[src/rtl/fpga_regs_pkg.sv]
// Shared register-bus constants, register map and the SPI bridge state encoding.
package fpga_regs_pkg;

   localparam int FPGA_REG_AWIDTH = 8;
   localparam int FPGA_REG_DWIDTH = 16;

   // Position of the write flag inside the address field of a frame.
   localparam int WR_FLAG_BIT = FPGA_REG_AWIDTH - 1;

   localparam logic [FPGA_REG_AWIDTH-2:0] REG_ID       = 7'h01;
   localparam logic [FPGA_REG_AWIDTH-2:0] REG_SCRATCH0 = 7'h10;
   localparam logic [FPGA_REG_AWIDTH-2:0] REG_STATUS   = 7'h21;

   typedef enum logic [2:0] {
      IDLE   = 3'd0,
      ADDR   = 3'd1,
      RDWAIT = 3'd2,
      DATA   = 3'd3,
      DONE   = 3'd4
   } fsm_t;

endpackage

[src/rtl/spi_slave_regif_if.sv]
// Internal register bus driven by the SPI bridge (master) and served by the register file (slave).
interface spi_slave_regif_if #(
   parameter int AWIDTH = fpga_regs_pkg::FPGA_REG_AWIDTH,
   parameter int DWIDTH = fpga_regs_pkg::FPGA_REG_DWIDTH
);

   // reg_wr/reg_rd are single-cycle strobes qualifying reg_adr (and reg_wdata for writes);
   // there is no back-pressure: reg_rdata must be valid RD_LATENCY cycles after reg_rd.
   logic [AWIDTH-2:0] reg_adr;
   logic [DWIDTH-1:0] reg_wdata;
   logic              reg_wr;
   logic              reg_rd;
   logic [DWIDTH-1:0] reg_rdata;

   modport master (
      output reg_adr,
      output reg_wdata,
      output reg_wr,
      output reg_rd,
      input  reg_rdata
   );

   modport slave (
      input  reg_adr,
      input  reg_wdata,
      input  reg_wr,
      input  reg_rd,
      output reg_rdata
   );

endinterface

[src/rtl/spi_sync_edge.sv]
// Multi-flop synchroniser for SPI pins; the edge input also gets 1-cycle rise/fall strobes.
module spi_sync_edge #(
   parameter int STAGES = 2,
   parameter int WIDTH  = 2
) (
   input  logic             clk,
   input  logic             rst,
   input  logic             i_edge_async,
   input  logic [WIDTH-1:0] i_async,
   output logic [WIDTH-1:0] o_sync,
   output logic             o_rise,
   output logic             o_fall
);

   // Bit 0 of each stage carries the edge-detected signal, the upper bits the level-only ones.
   logic [WIDTH:0] r_sync [STAGES];
   logic           r_edge_prev;
   logic           w_edge_now;

   always_ff @(posedge clk) begin
      if (rst) begin
         for (int i = 0; i < STAGES; i++) begin
            r_sync[i] <= '0;
         end
         r_edge_prev <= 1'b0;
      end else begin
         r_sync[0] <= {i_async, i_edge_async};
         for (int i = 1; i < STAGES; i++) begin
            r_sync[i] <= r_sync[i-1];
         end
         r_edge_prev <= w_edge_now;
      end
   end

   assign w_edge_now = r_sync[STAGES-1][0];
   assign o_sync     = r_sync[STAGES-1][WIDTH:1];
   assign o_rise     = w_edge_now & ~r_edge_prev;
   assign o_fall     = ~w_edge_now & r_edge_prev;

endmodule

[src/rtl/spi_slave_regif.sv]
// SPI mode-0 slave bridging host frames {addr, data} (MSB first) onto the register bus.
// The address MSB selects write (1) or read (0); read data is returned in the data phase.
module spi_slave_regif
   import fpga_regs_pkg::*;
#(
   parameter int AWIDTH      = FPGA_REG_AWIDTH,
   parameter int DWIDTH      = FPGA_REG_DWIDTH,
   parameter int RD_LATENCY  = 1,
   parameter int SYNC_STAGES = 2
) (
   input  logic              clk,
   input  logic              rst,
   input  logic              i_spi_cs,
   input  logic              i_spi_clk,
   input  logic              i_spi_mosi,
   output logic              o_spi_miso,
   output fsm_t              o_state,
   spi_slave_regif_if.master reg_bus
);

   localparam int CW  = $clog2(AWIDTH + DWIDTH);
   localparam int RXW = ((AWIDTH > DWIDTH) ? AWIDTH : DWIDTH) - 1;
   localparam int WW  = $clog2(RD_LATENCY + 1);

   localparam logic [CW-1:0] ADDR_LAST = CW'(AWIDTH - 1);
   localparam logic [CW-1:0] DATA_LAST = CW'(AWIDTH + DWIDTH - 1);
   localparam logic [WW-1:0] WAIT_LAST = WW'(RD_LATENCY);

   logic [1:0] w_sync;
   logic       w_cs;
   logic       w_mosi;
   logic       w_rise;
   logic       w_fall;

   fsm_t              r_state;
   logic [CW-1:0]     r_cnt;
   logic [WW-1:0]     r_wait;
   logic [RXW-1:0]    r_rx;
   logic [DWIDTH-1:0] r_tx;
   logic [AWIDTH-2:0] r_adr;
   logic [DWIDTH-1:0] r_wdata;
   logic              r_reg_wr;
   logic              r_reg_rd;
   logic              r_miso;
   logic              r_is_read;
   logic              r_cs_prev;

   spi_sync_edge #(
      .STAGES (SYNC_STAGES),
      .WIDTH  (2)
   ) u_sync (
      .clk          (clk),
      .rst          (rst),
      .i_edge_async (i_spi_clk),
      .i_async      ({i_spi_mosi, i_spi_cs}),
      .o_sync       (w_sync),
      .o_rise       (w_rise),
      .o_fall       (w_fall)
   );

   assign w_cs   = w_sync[0];
   assign w_mosi = w_sync[1];

   // A frame starts only on a seen high-to-low cs transition, so a frame cut by reset
   // stays ignored until the host deasserts cs.
   always_ff @(posedge clk) begin
      if (rst) begin
         r_state   <= IDLE;
         r_cnt     <= '0;
         r_wait    <= '0;
         r_rx      <= '0;
         r_tx      <= '0;
         r_adr     <= '0;
         r_wdata   <= '0;
         r_reg_wr  <= 1'b0;
         r_reg_rd  <= 1'b0;
         r_miso    <= 1'b0;
         r_is_read <= 1'b0;
         r_cs_prev <= 1'b0;
      end else begin
         r_reg_wr  <= 1'b0;
         r_reg_rd  <= 1'b0;
         r_cs_prev <= w_cs;
         if (w_cs) begin
            r_state <= IDLE;
            r_miso  <= 1'b0;
         end else begin
            case (r_state)
               IDLE: begin
                  if (r_cs_prev) begin
                     r_state   <= ADDR;
                     r_cnt     <= '0;
                     r_rx      <= '0;
                     r_tx      <= '0;
                     r_is_read <= 1'b0;
                  end
               end
               ADDR: begin
                  if (w_rise) begin
                     r_cnt <= r_cnt + CW'(1);
                     r_rx  <= {r_rx[RXW-2:0], w_mosi};
                     if (r_cnt == ADDR_LAST) begin
                        r_adr     <= {r_rx[AWIDTH-3:0], w_mosi};
                        r_is_read <= ~r_rx[AWIDTH-2];
                        if (r_rx[AWIDTH-2]) begin
                           r_state <= DATA;
                        end else begin
                           r_reg_rd <= 1'b1;
                           r_wait   <= '0;
                           r_state  <= RDWAIT;
                        end
                     end
                  end
               end
               RDWAIT: begin
                  if (r_wait == WAIT_LAST) begin
                     r_tx    <= reg_bus.reg_rdata;
                     r_state <= DATA;
                  end else begin
                     r_wait <= r_wait + WW'(1);
                  end
               end
               DATA: begin
                  if (w_rise) begin
                     r_cnt <= r_cnt + CW'(1);
                     r_rx  <= {r_rx[RXW-2:0], w_mosi};
                     if (r_cnt == DATA_LAST) begin
                        r_state <= DONE;
                        if (!r_is_read) begin
                           r_wdata  <= {r_rx[DWIDTH-2:0], w_mosi};
                           r_reg_wr <= 1'b1;
                        end
                     end
                  end else if (w_fall && r_is_read) begin
                     r_miso <= r_tx[DWIDTH-1];
                     r_tx   <= {r_tx[DWIDTH-2:0], 1'b0};
                  end
               end
               DONE: begin
               end
               default: r_state <= IDLE;
            endcase
         end
      end
   end

   assign o_spi_miso        = r_miso;
   assign o_state           = r_state;
   assign reg_bus.reg_adr   = r_adr;
   assign reg_bus.reg_wdata = r_wdata;
   assign reg_bus.reg_wr    = r_reg_wr;
   assign reg_bus.reg_rd    = r_reg_rd;

endmodule

[src/flat_wrapper.sv]
// flat-port wrapper written by rule: the top's interface ports become plain ports
module spi_slave_regif_flat import fpga_regs_pkg::*;
#(
   parameter int AWIDTH      = FPGA_REG_AWIDTH,
   parameter int DWIDTH      = FPGA_REG_DWIDTH,
   parameter int RD_LATENCY  = 1,
   parameter int SYNC_STAGES = 2
)
  (clk, rst, i_spi_cs, i_spi_clk, i_spi_mosi, o_spi_miso, o_state, reg_bus_reg_adr, reg_bus_reg_wdata, reg_bus_reg_wr, reg_bus_reg_rd, reg_bus_reg_rdata);
  spi_slave_regif_if #(.AWIDTH(AWIDTH), .DWIDTH(DWIDTH)) reg_bus_i ();
  input  logic clk;
  input  logic rst;
  input  logic i_spi_cs;
  input  logic i_spi_clk;
  input  logic i_spi_mosi;
  output logic o_spi_miso;
  output fsm_t o_state;
  output wire logic [$bits(reg_bus_i.reg_adr)-1:0] reg_bus_reg_adr;
  output wire logic [$bits(reg_bus_i.reg_wdata)-1:0] reg_bus_reg_wdata;
  output wire logic [$bits(reg_bus_i.reg_wr)-1:0] reg_bus_reg_wr;
  output wire logic [$bits(reg_bus_i.reg_rd)-1:0] reg_bus_reg_rd;
  input wire logic [$bits(reg_bus_i.reg_rdata)-1:0] reg_bus_reg_rdata;
  assign reg_bus_reg_adr = reg_bus_i.reg_adr;
  assign reg_bus_reg_wdata = reg_bus_i.reg_wdata;
  assign reg_bus_reg_wr = reg_bus_i.reg_wr;
  assign reg_bus_reg_rd = reg_bus_i.reg_rd;
  assign reg_bus_i.reg_rdata = reg_bus_reg_rdata;
  spi_slave_regif #(.AWIDTH(AWIDTH), .DWIDTH(DWIDTH), .RD_LATENCY(RD_LATENCY), .SYNC_STAGES(SYNC_STAGES)) u_core (.clk(clk), .rst(rst), .i_spi_cs(i_spi_cs), .i_spi_clk(i_spi_clk), .i_spi_mosi(i_spi_mosi), .o_spi_miso(o_spi_miso), .o_state(o_state), .reg_bus(reg_bus_i));
endmodule
[config.mk]
export PLATFORM = sky130hd
export DESIGN_NAME = spi_slave_regif_flat
export DESIGN_NICKNAME = d
export VERILOG_FILES = /design/src/rtl/fpga_regs_pkg.sv /design/src/rtl/spi_slave_regif_if.sv /design/src/rtl/spi_sync_edge.sv /design/src/rtl/spi_slave_regif.sv /design/src/flat_wrapper.sv
export SDC_FILE = /design/constraint.sdc
export NUM_CORES = 1
export LEC_CHECK = 0
export CAP_MARGIN = 25
export CORE_MARGIN = 5
export CORE_UTILIZATION = 50
export DETAILED_ROUTE_END_ITERATION = 7
export GPL_ROUTABILITY_DRIVEN = 0
export PLACE_DENSITY = 0.75
export SLEW_MARGIN = 10
export SYNTH_ARGS = -nofsm -noshare
export SYNTH_HDL_FRONTEND = slang
export SYNTH_HIERARCHICAL = 1
export SYNTH_SLANG_ARGS = --single-unit
[constraint.sdc]
create_clock -name clk -period 2.18 [get_ports clk]
set_clock_uncertainty 0.1 [all_clocks]
set_input_delay 0.436 -clock clk [delete_from_list [all_inputs] [get_ports clk]]
set_output_delay 0.436 -clock clk [all_outputs]
set_load 0.05 [all_outputs]
Word level (Yosys, flattened, before mapping)

Memory sizes are Yosys's and may differ from the RTL's.
Index checks and enable logic that the tools add are counted.

Bits in registers: 69
Latch bits: 0
RAM bits: 6
Bits in read-only memories: 0
Bits of input ports: 21
Output and inout port bits: 29
Memories kept: 1

Memory list:

| name                 | words | bits a word | read ports | clocked after memory_dff | write ports | line                | source |
|---|---|---|---|---|---|---|---|
| u_core.u_sync.r_sync | 2     | 3           | 2          | 0                        | 2           | spi_sync_edge.sv:16 | `logic [WIDTH:0] r_sync [STAGES];` |

Add/sub/neg operators: 2
Multipliers: 0
Divide/modulo/power cells: 0
Magnitude comparators: 0
Equality and inequality tests: 16
Shifts and indexed selects: 0
Multiplexer cells: 35
Bitwise operators: 15
Reductions and logical operators: 18

Operator list:

| kind                                                                    | count |
|---|---|
| 16-bit 2-to-1 mux                                                       | 4 |
| 16-bit one-hot mux with 3 select lines                                  | 1 |
| 15-bit 2-to-1 mux                                                       | 2 |
| 15-bit one-hot mux with 2 select lines                                  | 1 |
| 3-bit 2-to-1 mux                                                        | 8 |
| 3-bit one-hot mux with 5 select lines                                   | 1 |
| 5-bit AND reduction                                                     | 3 |
| 1-bit 2-to-1 mux                                                        | 13 |
| 2-bit by 1-bit inequality test with 1-bit output, second input constant | 6 |
| 1-bit NOT                                                               | 11 |
| 5-bit 2-to-1 mux                                                        | 2 |
| 5-bit one-hot mux with 2 select lines                                   | 1 |
| 5-bit OR reduction                                                      | 2 |
| 2-bit inequality test, second input constant                            | 4 |
| 4-bit AND reduction                                                     | 2 |
| 7-bit AND reduction                                                     | 1 |
| 3-bit by 2-bit == test with 1-bit output, second input constant         | 2 |
| 6-bit AND reduction                                                     | 1 |
| 2-bit nonzero test                                                      | 3 |
| 5-bit by 1-bit adder with 5-bit output, second input constant           | 1 |
| 5-bit by 3-bit == test with 1-bit output, second input constant         | 1 |
| 5-bit == test, second input constant                                    | 1 |
| 1-bit one-hot mux with 2 select lines                                   | 2 |
| 2-bit OR reduction                                                      | 2 |
| other kinds (9)                                                         | 11 |

Longest topological paths before layout

An unclocked memory read counts as a cell.

Depth after elaboration: 7
Depth in mapped cells: 7
Gate-level depth less buffers: 5

By module

The synthesis kept the hierarchy.

By module, submodules not included:

| module          | instances | cells each | area each (um2) | sequential area each (um2) |
|---|---|---|---|---|
| spi_slave_regif | 1         | 346        | 3015.4          | 1361.3 |
| spi_sync_edge   | 1         | 18         | 211.5           | 140.1 |

Worst setup path before layout

OpenSTA, ideal clock, no wires.

Path type: register -> register
From: register u_core.r_state[2], in the netlist u_core/o_state[2]
To: register u_core.r_adr[0], in the netlist u_core/reg_bus.reg_adr[0]
Arrival: 1.828 ns
Data required time: 1.952 ns
Slack: 0.125 ns
Cell stages (with the launch flop): 7
Buffers on the path: 2
Cells stage by stage: dfxtp_1 > buf_6 > or2_1 > buf_6 > nor4_4 > mux2i_1 > nor2_1

Longest elaborated chain between the ends: 2

RTL lines:

| item                                     | line                   | source |
|---|---|---|
| start, declared                          | spi_slave_regif.sv:35  | `fsm_t r_state;` |
| start signal, assigned                   | spi_slave_regif.sv:68  | `r_state <= IDLE;` |
| start signal, assigned                   | spi_slave_regif.sv:85  | `r_state <= IDLE;` |
| start signal, assigned                   | spi_slave_regif.sv:91  | `r_state <= ADDR;` |
| 3-bit by 1-bit == test with 1-bit output | spi_slave_regif.sv:88  | `case (r_state)` |
| 4-bit AND reduction (no source line)     | --                     |  |
| end signal, assigned                     | spi_slave_regif.sv:103 | `r_adr <= {r_rx[AWIDTH-3:0], w_mosi};` |
| end, declared                            | spi_slave_regif.sv:40  | `logic [AWIDTH-2:0] r_adr;` |

Every way passes these cells.
A chain may end at the register's enable or synchronous reset.

Worst setup path after layout

From: register u_core.r_wdata[11], in the netlist u_core/reg_bus.reg_wdata[11]
To: output reg_bus_reg_wdata[11]

RTL lines:

| item                   | line                   | source |
|---|---|---|
| start, declared        | spi_slave_regif.sv:41  | `logic [DWIDTH-1:0] r_wdata;` |
| start signal, assigned | spi_slave_regif.sv:130 | `r_wdata <= {r_rx[DWIDTH-2:0], w_mosi};` |
| end, declared          | flat_wrapper.sv:19     | `output wire logic [$bits(reg_bus_i.reg_wdata)-1:0] reg_bus_reg_wdata;` |

No word-level cell between the ends.

==> impl_metrics.env <==
export IMPL_ys_flop_type="dfxtp_1"
export IMPL_clk_pin_slew_ns=0.07
export IMPL_switchingPower_mw=0.5874
export IMPL_rsz0062_at_grt="false"
export IMPL_clk_path_buf_depth=2
export IMPL_reg2regPathDepth=5
export IMPL_power_frac_comb_pct=8.8
export IMPL_p_leak_nw=1.438
export IMPL_path_cells="clkdlybuf4s50_1"
export IMPL_fp_dieW_um=90.34
export IMPL_synthTopCellsByArea="dfxtp_1 47%, mux2i_1 8.7%, nand2_1 8.0%, a21oi_1 5.9%, mux2_2 5.6%"
export IMPL_yosys_area_top_type_share_pct=46.53
export IMPL_antenna_found_initial=0
export IMPL_final_cell_area_um2=3988
export IMPL_dr_pass1_iters=5
export IMPL_ant_nets=0
export IMPL_path_depth=1
export IMPL_tightest_slew_ns=0.5167
export IMPL_syn_to_final_growth_pct=23.57
export IMPL_ios=50
export IMPL_post_route_drc_count=0
export IMPL_synthDistinctLibCells=42
export IMPL_critPathTopFamily="buffers and inverters"
export IMPL_grt_usage_pct=16.47
export IMPL_min_period_ns=2.022
export IMPL_via_per_inst=5.237
export IMPL_ys_warn_count=6
export IMPL_synth_common_cells="75 x dfxtp_1, 69 x nand2_1, 38 x a21oi_1, 28 x mux2i_1, 23 x nand2b_1"
export IMPL_p_seq_share_pct=51.9
export IMPL_cts_root_buf="clkbuf_8"
export IMPL_startpoint="u_core/reg_bus.reg_wdata[11]"
export IMPL_r2r_setup_slack_ns=0.23
export IMPL_powerDensity_nw_per_um2=669.1
export IMPL_crit_end="reg_bus_reg_wdata[11]"
export IMPL_post_cts_resized=0
export IMPL_clkLatencyLatePin_ns=0.34
export IMPL_vdd_drop_max_v=0.0005205
export IMPL_p_sw_share_pct=22.02
export IMPL_power_frac_clock_pct=39.4
export IMPL_reg2reg_to="u_core/r_wait"
export IMPL_dr_first_iter_drc_count=109
export IMPL_cp_max_fo=2
export IMPL_synth_net_count=386
export IMPL_hold_violations=0
export IMPL_synth_edf_count=0
export IMPL_path_buf_inv=1
export IMPL_p_int_mw=2.081
export IMPL_ys_seq_area_share_pct=46.53
export IMPL_crit_path_start_kind="register"
export IMPL_hold_path_class="register to register"
export IMPL_die_h_um=90.34
export IMPL_die_area_um2=8160
export IMPL_cpPeakStageDelay_ns=0.80
export IMPL_synth_avg_cell_area_um2=8.865
export IMPL_yosys_area_top_type="dfxtp_1"
export IMPL_syn_inst=364
export IMPL_wl_um=6536
export IMPL_end_kind="output port"
export IMPL_cp_arrival_ns=1.49
export IMPL_grt_pass1_vias=2456
export IMPL_dp_worst_setup_slack_ns=0.2857
export IMPL_p_total_mw=2.668
export IMPL_maxCapViolations=0
export IMPL_synth_most_common_cell="dfxtp_1"
export IMPL_path_class="register to output port"
export IMPL_fmax_mhz=494.5
export IMPL_async_flop_share_pct=0
export IMPL_placed_area_um2=3794
export IMPL_hpwl_um=4434
export IMPL_grt_pass1_wl_um=11180
export IMPL_grt_overflow=0
export IMPL_vias=2582
export IMPL_cts_sinks=75
export IMPL_nets=434
export IMPL_diodes=0
export IMPL_filler_cell_count=551
export IMPL_core_area_um2=6314
export IMPL_cts_tree="built"
export IMPL_critPathSlowestCell="clkdlybuf4s50_1"
export IMPL_slew_viol_final=0
export IMPL_outcome="complete, no violations"
export IMPL_critPathRequiredTime_ns=1.64
export IMPL_fin_tns_setup_ns=0
export IMPL_fin_crit_sh_pct=92.76
export IMPL_reg2reg_from="u_core/r_cnt[0]"
export IMPL_placementRows=29
export IMPL_ys_seq_elements=75
export IMPL_place_port_buffers=49
export IMPL_cts_setup_buffers=0
export IMPL_setup_slack_ns=0.1578
export IMPL_ctsHoldBuffers=0
export IMPL_setup_violations_final=0
export IMPL_relSlewSlack_pct=65.45
export IMPL_start_util_pct=51.11
export IMPL_drive_above_1_share_pct=13.22
export IMPL_cts_buffers=9
export IMPL_synth_area_um2=3227
export IMPL_htree_levels=3
export IMPL_grt_max_degree=33
export IMPL_routedWlPerCell_um=13.26
## through the flow
stage | hold slack, ns | cells | util [%]
detailed placement | 0.3226 | 478 | 60.09
global route | 0.3620 | 493 | 63.16
global placement | 0.3170 | 478 | 60.09
finish | 0.3463 | 493 | 63.16
floorplan | 0.3138 | 364 | -
CTS | 0.3483 | 493 | 63.16
## worst min-delay path by stage
stage / start / to / slack, ns / depth (start not counted)
floorplan: u_core/u_sync/r_sync[0][0] / u_core/u_sync/r_sync[0][3] / 0.31 / 1
global placement: u_core/u_sync/r_sync[0][2] / u_core/u_sync/r_sync[0][5] / 0.32 / 1
detailed placement: u_core/u_sync/r_sync[0][2] / u_core/u_sync/r_sync[0][5] / 0.32 / 1
CTS: u_core/u_sync/r_sync[0][1] / u_core/u_sync/r_sync[0][4] / 0.35 / 1
global route: u_core/u_sync/r_sync[0][0] / u_core/u_sync/r_sync[0][3] / 0.36 / 1
finish: u_core/u_sync/r_sync[0][1] / u_core/u_sync/r_sync[0][4] / 0.35 / 1
## area by class of cell
| class | instances | area [µm²] | share of cell area (%) |
|---|---|---|---|
| clock buffers | 13 | 158.9 | 3.985 |
| clock inverters | 2 | 35.03 | 0.8786 |
| inverters | 1 | 3.754 | 0.09413 |
| multi-input cells | 261 | 1589 | 39.85 |
| flip-flops and latches | 75 | 1501 | 37.65 |
| well taps | 77 | 96.34 | 2.416 |
| repair buffers | 64 | 603.1 | 15.12 |
## registers in the layout (all words and copies together) (netlist names)
signal and cells:
u_core/u_sync/r_edge_prev 1, u_core/reg_bus.reg_wdata 16, u_core/r_tx 16, u_core/o_spi_miso 1, u_core/r_is_read 1, u_core/r_wait 1
u_core/r_rx 15, u_core/reg_bus.reg_rd 1, u_core/o_state 3, u_core/reg_bus.reg_adr 7, u_core/reg_bus.reg_wr 1, u_core/r_cnt 5
u_core/r_cs_prev 1, u_core/u_sync/r_sync 6
## worst register-to-register path, cell delays in order (launching register included)
cell and delay [ns]:
dfxtp_1 0.38, ha_1 0.29, nand4b_1 0.27, or4_1 0.59
nor2_1 0.13, o32ai_1 0.08
## placed cells by master (no fill, tap or decap), types with 2 or more instances in the layout
cell type and instances:
dfxtp_1 75, mux2_2 16, nor3b_1 2, nand3_1 19, a21o_1 2, clkbuf_1 2, a21oi_1 38, mux2i_1 28
nand4bb_1 2, buf_4 17, a31oi_1 2, nor3_1 6, nand2b_1 23, nor2_1 19, nand2_1 69, or3b_2 2
nand4_1 2, clkbuf_8 11, nor2b_1 11, clkdlybuf4s50_1 45
## layer usage
metal  GRT usage (%)  wire length [µm]  vias up
li1                -                 -     1328
met1           21.58              3115     1176
met2           24.82              2924       68
met3           3.667               360       10
met4           9.553               136        0
met5               0                 0        -
## power groups by stage
stage,combinational [mW],sequential (mW),clock (mW)
final,0.233,1.38,1.05
after global routing,0.253,1.38,1.13
after CTS,0.233,1.38,1.08
after detailed placement,0.232,1.42,0
after global placement,0.232,1.42,0
after floorplan,0.144,1.42,0
## kinds of logic after synthesis
logic type	count (synthesis)	share of synthesized area [%]
AO/OA/AOI/OAI	50	8.647
AND/OR/NAND/NOR	165	25.67
multiplexers	44	14.27
flip-flops	75	46.53
buffers and inverters	28	4.226
adder cells (fa/ha/maj)	1	0.3877
XOR/XNOR	1	0.2715
(Power assumes the default switching activity.)
